--- src/rtl/loop_controller.sv ---
// Loop controller: drives a downstream counter through `loops` passes of
// start_addr..end_addr (with wrap), then pulses done for one cycle.
module loop_controller #(
  parameter int unsigned BUS_WIDTH = 8
) (
  input  logic                 clk,
  input  logic                 rst,
  input  logic                 start,
  input  logic [BUS_WIDTH-1:0] start_addr,
  input  logic [BUS_WIDTH-1:0] end_addr,
  input  logic [BUS_WIDTH-1:0] loops,
  input  logic [BUS_WIDTH-1:0] cnt,
  output logic                 st,
  output logic [BUS_WIDTH-1:0] X,
  output logic                 busy,
  output logic                 done,
  output logic [BUS_WIDTH-1:0] remaining
);

  localparam logic [1:0] S_IDLE = 2'd0;
  localparam logic [1:0] S_LOAD = 2'd1;
  localparam logic [1:0] S_RUN  = 2'd2;
  localparam logic [1:0] S_DONE = 2'd3;

  localparam logic [BUS_WIDTH-1:0] ONE = BUS_WIDTH'(1);

  logic [1:0]           state_q, state_d;
  logic [BUS_WIDTH-1:0] start_q, start_d;
  logic [BUS_WIDTH-1:0] end_q,   end_d;
  logic [BUS_WIDTH-1:0] rem_q,   rem_d;

  always_comb begin
    state_d = state_q;
    start_d = start_q;
    end_d   = end_q;
    rem_d   = rem_q;
    st      = 1'b1;
    X       = cnt;
    // While in reset the counter is told to hold, whatever the state.
    if (!rst) begin
      case (state_q)
        S_IDLE: begin
          if (start) begin
            start_d = start_addr;
            end_d   = end_addr;
            rem_d   = loops;
            state_d = (loops != '0) ? S_LOAD : S_DONE;
          end
        end
        S_LOAD: begin
          X       = start_q;
          state_d = S_RUN;
        end
        S_RUN: begin
          if (cnt != end_q) begin
            st = 1'b0;
          end else if (rem_q > ONE) begin
            X     = start_q;
            rem_d = rem_q - ONE;
          end else begin
            rem_d   = '0;
            state_d = S_DONE;
          end
        end
        default: state_d = S_IDLE;
      endcase
    end
  end

  always_ff @(posedge clk) begin
    if (rst) begin
      state_q <= S_IDLE;
      start_q <= '0;
      end_q   <= '0;
      rem_q   <= '0;
    end else begin
      state_q <= state_d;
      start_q <= start_d;
      end_q   <= end_d;
      rem_q   <= rem_d;
    end
  end

  assign busy      = (state_q == S_LOAD) || (state_q == S_RUN);
  assign done      = (state_q == S_DONE);
  assign remaining = rem_q;

endmodule

--- config.mk ---
export PLATFORM = sky130hd
export DESIGN_NAME = loop_controller
export DESIGN_NICKNAME = d
export VERILOG_FILES = /design/src/rtl/loop_controller.sv
export SDC_FILE = /design/constraint.sdc
export NUM_CORES = 1
export LEC_CHECK = 0
export ABC_CLOCK_PERIOD_IN_PS = 3440
export CORE_MARGIN = 2
export CORE_UTILIZATION = 49
export DETAILED_ROUTE_END_ITERATION = 16
export PLACE_DENSITY_LB_ADDON = 0.3
export SLEW_MARGIN = 0
export SYNTH_ARGS = -nofsm -noshare
export SYNTH_HDL_FRONTEND = slang
export SYNTH_SLANG_ARGS = --single-unit
--- constraint.sdc ---
create_clock -name clk -period 3.44 [get_ports clk]
set_input_delay 0.344 -clock clk [delete_from_list [all_inputs] [get_ports clk]]
set_output_delay 0.344 -clock clk [all_outputs]
set_load 0.01 [all_outputs]
==> summary.txt, run 1 <==
DP HPWL: 3050 microns
Leak: 0.806 nW
Max Cap Viol: 0
Clock transition at the registers of the reported paths: 0.14 ns
Max Slew Vio Count: 0
Pwr per Cell Area: 722 nW/um^2
Critical Path Fanout Max: 8
Syn Nets: 241
Vias per inst: 5.59
CTS Sinks: 26
Buffers on Ports: 53
DIE AREA: 3710 sq um
Vias post-DR: 1631
Outcome: complete, no violations
Hold path endpoint: start_q[0]$_SDFFE_PP0P_
IO Pins: 54
CP arrival: 2.92 ns
CTS resizes: 0
Final core occ: 70.2%
CP required: 3.10 ns
Cts hold-fix bufs: 0
Critical Path End Type: output pin
Starting Density: 51.5%
Chip Height: 60.9 microns
Drt total wl: 4130 microns
Fill count: 250
Clock Latency Late Sink: 0.33 ns
CTS tree: yes
Register area: 520 sq um
Combinational share of power: 61.3%
Type of origin of the critical path: flop
Crit share post-route: 94.9%
RePlAce Congestion: 0.876
Avg WL per Cell: 14.2 microns
Seq pwr share: 30.4%
Die X-Extent: 60.9 microns
Final Net Count: 291
Top FF cell, synth: dfxtp_1
Reg-to-reg endpoint: remaining[1]$_SDFFE_PP0P_
Psw: 0.684 mW
Setup Viol. Count Final: 0
Initial antenna violation count: 0
Worst min path class: reg2reg
Sw frac: 43.9%
DR iter-0 viols: 58
Worst-margin pin slew: 0.585 ns
Syn-to-layout area delta: 36.2%
Post-Place Cells: 289
Synth Instances: 200
Slew headroom: 60.9%
Worst hold start: start_q[0]$_SDFFE_PP0P_
GRT overflow: 0
H-tree levels: 1
Worst VDD drop: 0.000357 V
Share of layout cells above drive strength 1: 6.45%
Top cell type by total area after synthesis: dfxtp_1
Final Skew: 0.00789 ns
Area of the multi-input gates: 982 sq um
Number of enable flip-flop cells after synthesis: 0
# diodes: 0
Detail Route Antenna Nets: 0
Hold depth: 2
R2R setup slack: 1.42 ns
Final Hold Viols: 0
Achievable Freq: 306 MHz
Crit path time final: 3.26 ns
Syn. warnings: 0
Root Driver: clkbuf_4
Worst r2r src: remaining[4]$_SDFFE_PP0P_
Mapped Area: 1590 sq um
Largest net degree at the start of global routing: 28
Std cell rows: 20
Clock power frac: 8.4%
DRC Markers: 0
Area share of the largest cell type after synthesis: 32.8%
Pint: 0.875 mW
Clock Path Buffers: 2
RSZ-0062 raised after global routing: no
Area after DPL: 2140 sq um
Sequential-to-total area share from yosys stat: 32.8%
Setup_tns: 0 ns
Core Region: 3080 sq um
Total GRT Usage: 24.5%
Yosys cell types: 44
Number of CTS-inserted buffers: 3
First-pass iteration count of the detailed router: 4
Setup Buffers After CTS: 0
First-pass GRT wire length: 6900 microns
Synth async-reset ratio: 0%
Design Area, Final: 2160 sq um
Register bit total from synthesis: 26
Synthesized area per cell: 7.93 sq um
WS Path Type: reg2out
Finished Layout Cells: 292
R2R cell count: 5
Largest cells by area after synthesis: dfxtp_1 (33%), nand2_1 (9.0%), a21oi_1 (7.9%), ha_1 (4.7%), a22o_1 (4.4%)
Vias in the first global route: 1603
-- kinds of logic (layout without fill, tap and decap cells) --
group / Yosys count / after routing / synth area share (%)
flops: 26 / 26 / 32.8
mux: 1 / 1 / 0.631
buf+inv: 19 / 67 / 5.21
fa+ha+maj: 6 / 6 / 4.74
compound gates: 57 / 57 / 23.5
xor+xnor: 9 / 9 / 4.97
simple gates: 82 / 82 / 28.1
-- final cells by class --
class,instances,area share (%)
multi-input combinational,155,45.5
clock buffer,3,1.04
tap,44,2.55
inverter,9,1.56
timing repair buffer,55,25.3
sequential,26,24.1
-- stage by stage --
step	setup WS [ns]	power (mW)	hold slack, ns
after detailed placement	0.467	1.42	0.449
after floorplan	1.19	1.12	0.436
after global placement	0.499	1.41	0.444
final	0.176	1.56	0.464
after global routing	0.0713	1.68	0.481
after CTS	0.196	1.56	0.467
-- metal layers --
layer | vias up | part of all wire (%) | GRT usage (%)
met2 | 70 | 47 | 40.2
met3 | 9 | 7.0 | 3.20
li1 | 808 | - | -
met4 | 0 | 2.0 | 10.6
met1 | 744 | 44 | 32.2
met5 | - | 0 | 0
-- synthesized netlist by cell type (all sizes together), types with 2 or more instances --
| library cell | instances |
|---|---|
| nand2 | 38 |
| dfxtp | 26 |
| a21oi | 25 |
| nor3 | 10 |
| inv | 9 |
| a22o | 8 |
| clkbuf | 8 |
| nor2 | 8 |
| xor2 | 8 |
| ha | 6 |
| a31oi | 4 |
| nand2b | 4 |
| nand3 | 4 |
| nor4 | 4 |
| o21ai | 4 |
| o22ai | 4 |
| or3 | 4 |
| and2 | 2 |
| buf | 2 |
| nor2b | 2 |
| o31ai | 2 |
-- sequential cells by signal (all words and copies together), names as in the netlist --
| signal | cells |
|---|---|
| state_q | 2 |
| end_q | 8 |
| remaining | 8 |
| start_q | 8 |
-- power by group through the flow --
stage	sequential (mW)	clock (mW)	combinational, mW
finish	0.473	0.130	0.956
global route	0.485	0.146	1.05
CTS	0.471	0.136	0.950
detailed placement	0.478	0	0.944
global placement	0.477	0	0.929
floorplan	0.474	0	0.650
-- worst max-delay path by stage --
stage	from	to	slack, ns	cells past startpoint
after CTS	remaining[0]$_SDFFE_PP0P_	X[0]	0.20	8
final	remaining[0]$_SDFFE_PP0P_	X[2]	0.18	8
after global placement	cnt[3]	X[5]	0.50	7
after floorplan	remaining[4]$_SDFFE_PP0P_	X[0]	1.19	6
after detailed placement	cnt[5]	X[0]	0.47	7
after global routing	remaining[0]$_SDFFE_PP0P_	X[1]	0.07	8
-- layout by cell type (no fill, tap or decap), types with 2 or more instances in the layout --
cell,instances
clkbuf_4,3
ha_1,6
nand2_1,38
or3_1,3
nand3_1,4
o22ai_1,4
xor2_1,8
a22o_1,8
nor2b_1,2
nor2_1,7
a31oi_1,4
nand2b_1,4
nor3_1,10
a21oi_1,25
o21ai_0,4
nor4_4,2
inv_1,9
dfxtp_1,26
o31ai_1,2
nor4_2,2
clkdlybuf4s50_1,53
buf_4,2
-- critical path, cell delays in order (launching register included) --
cell and delay (ns):
dfxtp_1 0.53, inv_1 0.08, ha_1 0.28, o21bai_1 0.31, or3_4 0.22, a41oi_2 0.12, nor2_2 0.32, a22o_1 0.20
clkdlybuf4s50_1 0.53
Power figures use the tool's default switching activity.
==> run 2: changes to the inputs <==
==> constraint.sdc (replaced) <==
create_clock -name clk -period 3.44 [get_ports clk]
set_input_delay 0.344 -clock clk [delete_from_list [all_inputs] [get_ports clk]]
set_output_delay 0.344 -clock clk [all_outputs]
set_load 0.005 [all_outputs]
==> run 2 against run 1 <==
Compared with the run above:
- clock skew decreased by 0.0028 ns
- critical path depth unchanged
- total power decreased by 2.4%
- sequential share of layout area rose by 0.084 points
- cell area is 0.35% lower
- hold slack got worse by 0.00083 ns
- largest cell class unchanged
- highest routed layer unchanged
==> summary.txt, run 2 (synthesized netlist as in run 1, its figures left out) <==
Outcome: complete, no violations (unchanged)
Avg WL per Cell: 14.0 microns (was 14.2 microns)
Std cell rows: 20 (unchanged)
Final Net Count: 290 (was 291)
Critical Path End Type: output pin (unchanged)
Pint: 0.869 mW (was 0.875 mW)
Syn-to-layout area delta: 35.8% (was 36.2%)
Reg-to-reg endpoint: remaining[4]$_SDFFE_PP0P_ (was remaining[1]$_SDFFE_PP0P_)
Chip Height: 60.9 microns (unchanged)
# diodes: 0 (unchanged)
Most frequent cells in the layout: clkdlybuf4s50_1 (53), nand2_1 (38), dfxtp_1 (26) (unchanged)
Clock Path Buffers: 2 (unchanged)
Hold Slack: 0.463 ns (was 0.464 ns)
DIE AREA: 3710 sq um (unchanged)
Leak: 0.800 nW (was 0.806 nW)
Largest net degree at the start of global routing: 28 (unchanged)
RePlAce Congestion: 0.896 (was 0.876)
CTS Sinks: 26 (unchanged)
Worst setup margin: 0.204 ns (was 0.176 ns)
Detail Route Antenna Nets: 0 (unchanged)
Pwr per Cell Area: 707 nW/um^2 (was 722 nW/um^2)
Setup_tns: 0 ns (unchanged)
Most common cell after layout, fill and taps aside: clkdlybuf4s50_1 (unchanged)
Clock transition at the registers of the reported paths: 0.14 ns (about the same)
Core Region: 3080 sq um (unchanged)
R2R setup slack: 1.23 ns (was 1.42 ns)
Fill count: 275 (was 250)
CP required: 3.10 ns (about the same)
First-pass iteration count of the detailed router: 4 (unchanged)
Achievable Freq: 309 MHz (was 306 MHz)
Worst VDD drop: 0.000318 V (was 0.000357 V)
Number of CTS-inserted buffers: 3 (unchanged)
Final Skew: 0.00507 ns (was 0.00789 ns)
Vias per inst: 5.52 (was 5.59)
Worst min path class: reg2reg (unchanged)
CTS tree: yes (unchanged)
Psw: 0.654 mW (was 0.684 mW)
Share of layout cells above drive strength 1: 6.07% (was 6.45%)
Vias post-DR: 1606 (was 1631)
CP arrival: 2.89 ns (was 2.92 ns)
Clock Latency Late Sink: 0.32 ns (was 0.33 ns)
Type of origin of the critical path: flop (unchanged)
Buffers on Ports: 53 (unchanged)
Area of the multi-input gates: 982 sq um (unchanged)
Placement-stage worst setup slack: 0.482 ns (was 0.467 ns)
IO Pins: 54 (unchanged)
Die X-Extent: 60.9 microns (unchanged)
H-tree levels: 1 (unchanged)
Initial antenna violation count: 0 (unchanged)
Setup Buffers After CTS: 0 (unchanged)
Register area: 520 sq um (unchanged)
Combinational share of power: 60.4% (was 61.3%)
R2R cell count: 6 (was 5)
Final Hold Viols: 0 (unchanged)
Clock power frac: 8.4% (about the same)
Crit share post-route: 94.1% (was 94.9%)
Worst hold start: start_q[0]$_SDFFE_PP0P_ (unchanged)
WS Path Type: reg2out (unchanged)
RSZ-0062 raised after global routing: no (unchanged)
Starting Density: 51.5% (unchanged)
Drt total wl: 4060 microns (was 4130 microns)
Seq pwr share: 31.1% (was 30.4%)
Hold depth: 2 (unchanged)
Worst r2r src: state_q[0]$_SDFFE_PP0P_ (was remaining[4]$_SDFFE_PP0P_)
Crit path from: remaining[0]$_SDFFE_PP0P_ (unchanged)
Setup Viol. Count Final: 0 (unchanged)
Slew headroom: 55.9% (was 60.9%)
GRT overflow: 0 (unchanged)
Hold path endpoint: start_q[0]$_SDFFE_PP0P_ (unchanged)
Crit path time final: 3.24 ns (was 3.26 ns)
Worst-margin pin slew: 0.662 ns (was 0.585 ns)
Max Slew Vio Count: 0 (unchanged)
Total GRT Usage: 23.4% (was 24.5%)
CTS resizes: 0 (unchanged)
Critical Path Fanout Max: 8 (unchanged)
DR iter-0 viols: 72 (was 58)
DRC Markers: 0 (unchanged)
Root Driver: clkbuf_4 (unchanged)
First-pass GRT wire length: 6670 microns (was 6900 microns)
Cts hold-fix bufs: 0 (unchanged)
Sw frac: 42.9% (was 43.9%)
DP HPWL: 2980 microns (was 3050 microns)
Max Cap Viol: 0 (unchanged)
Vias in the first global route: 1511 (was 1603)
run 2: worst max-delay path by stage:
| stage | end | slack (ns) | cells after the start |
|---|---|---|---|
| floorplan | X[0] | 1.24 | 6 |
| global placement | X[5] | 0.52 | 7 |
| detailed placement | X[7] | 0.48 | 7 |
| CTS | X[7] | 0.23 | 8 |
| global route | X[6] | 0.07 | 8 |
| finish | X[7] | 0.20 | 8 |
run 2: cell type report:
| type | instances | area share, % |
|---|---|---|
| Sequential cell | 26 | 24.2 |
| Timing Repair Buffer | 54 | 25.0 |
| Tap cell | 44 | 2.56 |
| Multi-Input combinational cell | 155 | 45.6 |
| Clock buffer | 3 | 1.05 |
| Inverter | 9 | 1.57 |
run 2: routing by layer:
layer | part of all wire [%] | up-vias | track usage, %
li1 | - | 806 | -
met4 | 1.1 | 0 | 8.39
met1 | 46 | 733 | 32.1
met5 | 0 | - | 0
met3 | 5.5 | 6 | 2.13
met2 | 48 | 61 | 38.6
run 2: stage by stage:
stage | util [%] | area [sq um] | total power [mW] | cells
after global routing | 69.9 | 2150 | 1.64 | 291
after global placement | 69.2 | 2130 | 1.37 | 288
after detailed placement | 69.2 | 2130 | 1.39 | 288
after CTS | 69.9 | 2150 | 1.51 | 291
after floorplan | - | 1590 | 1.09 | 200
final | 69.9 | 2150 | 1.52 | 291
run 2: critical path, cell delays in order (launching register included):
cell and delay (ns):
dfxtp_1 0.53, inv_1 0.08, ha_1 0.27, o21bai_1 0.30, or3_4 0.22, a41oi_2 0.12, nor2_2 0.35, a22o_1 0.20
clkdlybuf4s50_1 0.50
run 2: power by group through the flow:
stage | registers, mW | clock network (mW) | logic [mW]
final | 0.474 | 0.128 | 0.920
after global routing | 0.485 | 0.138 | 1.01
after CTS | 0.472 | 0.130 | 0.912
after detailed placement | 0.479 | 0 | 0.908
after global placement | 0.478 | 0 | 0.894
after floorplan | 0.461 | 0 | 0.634
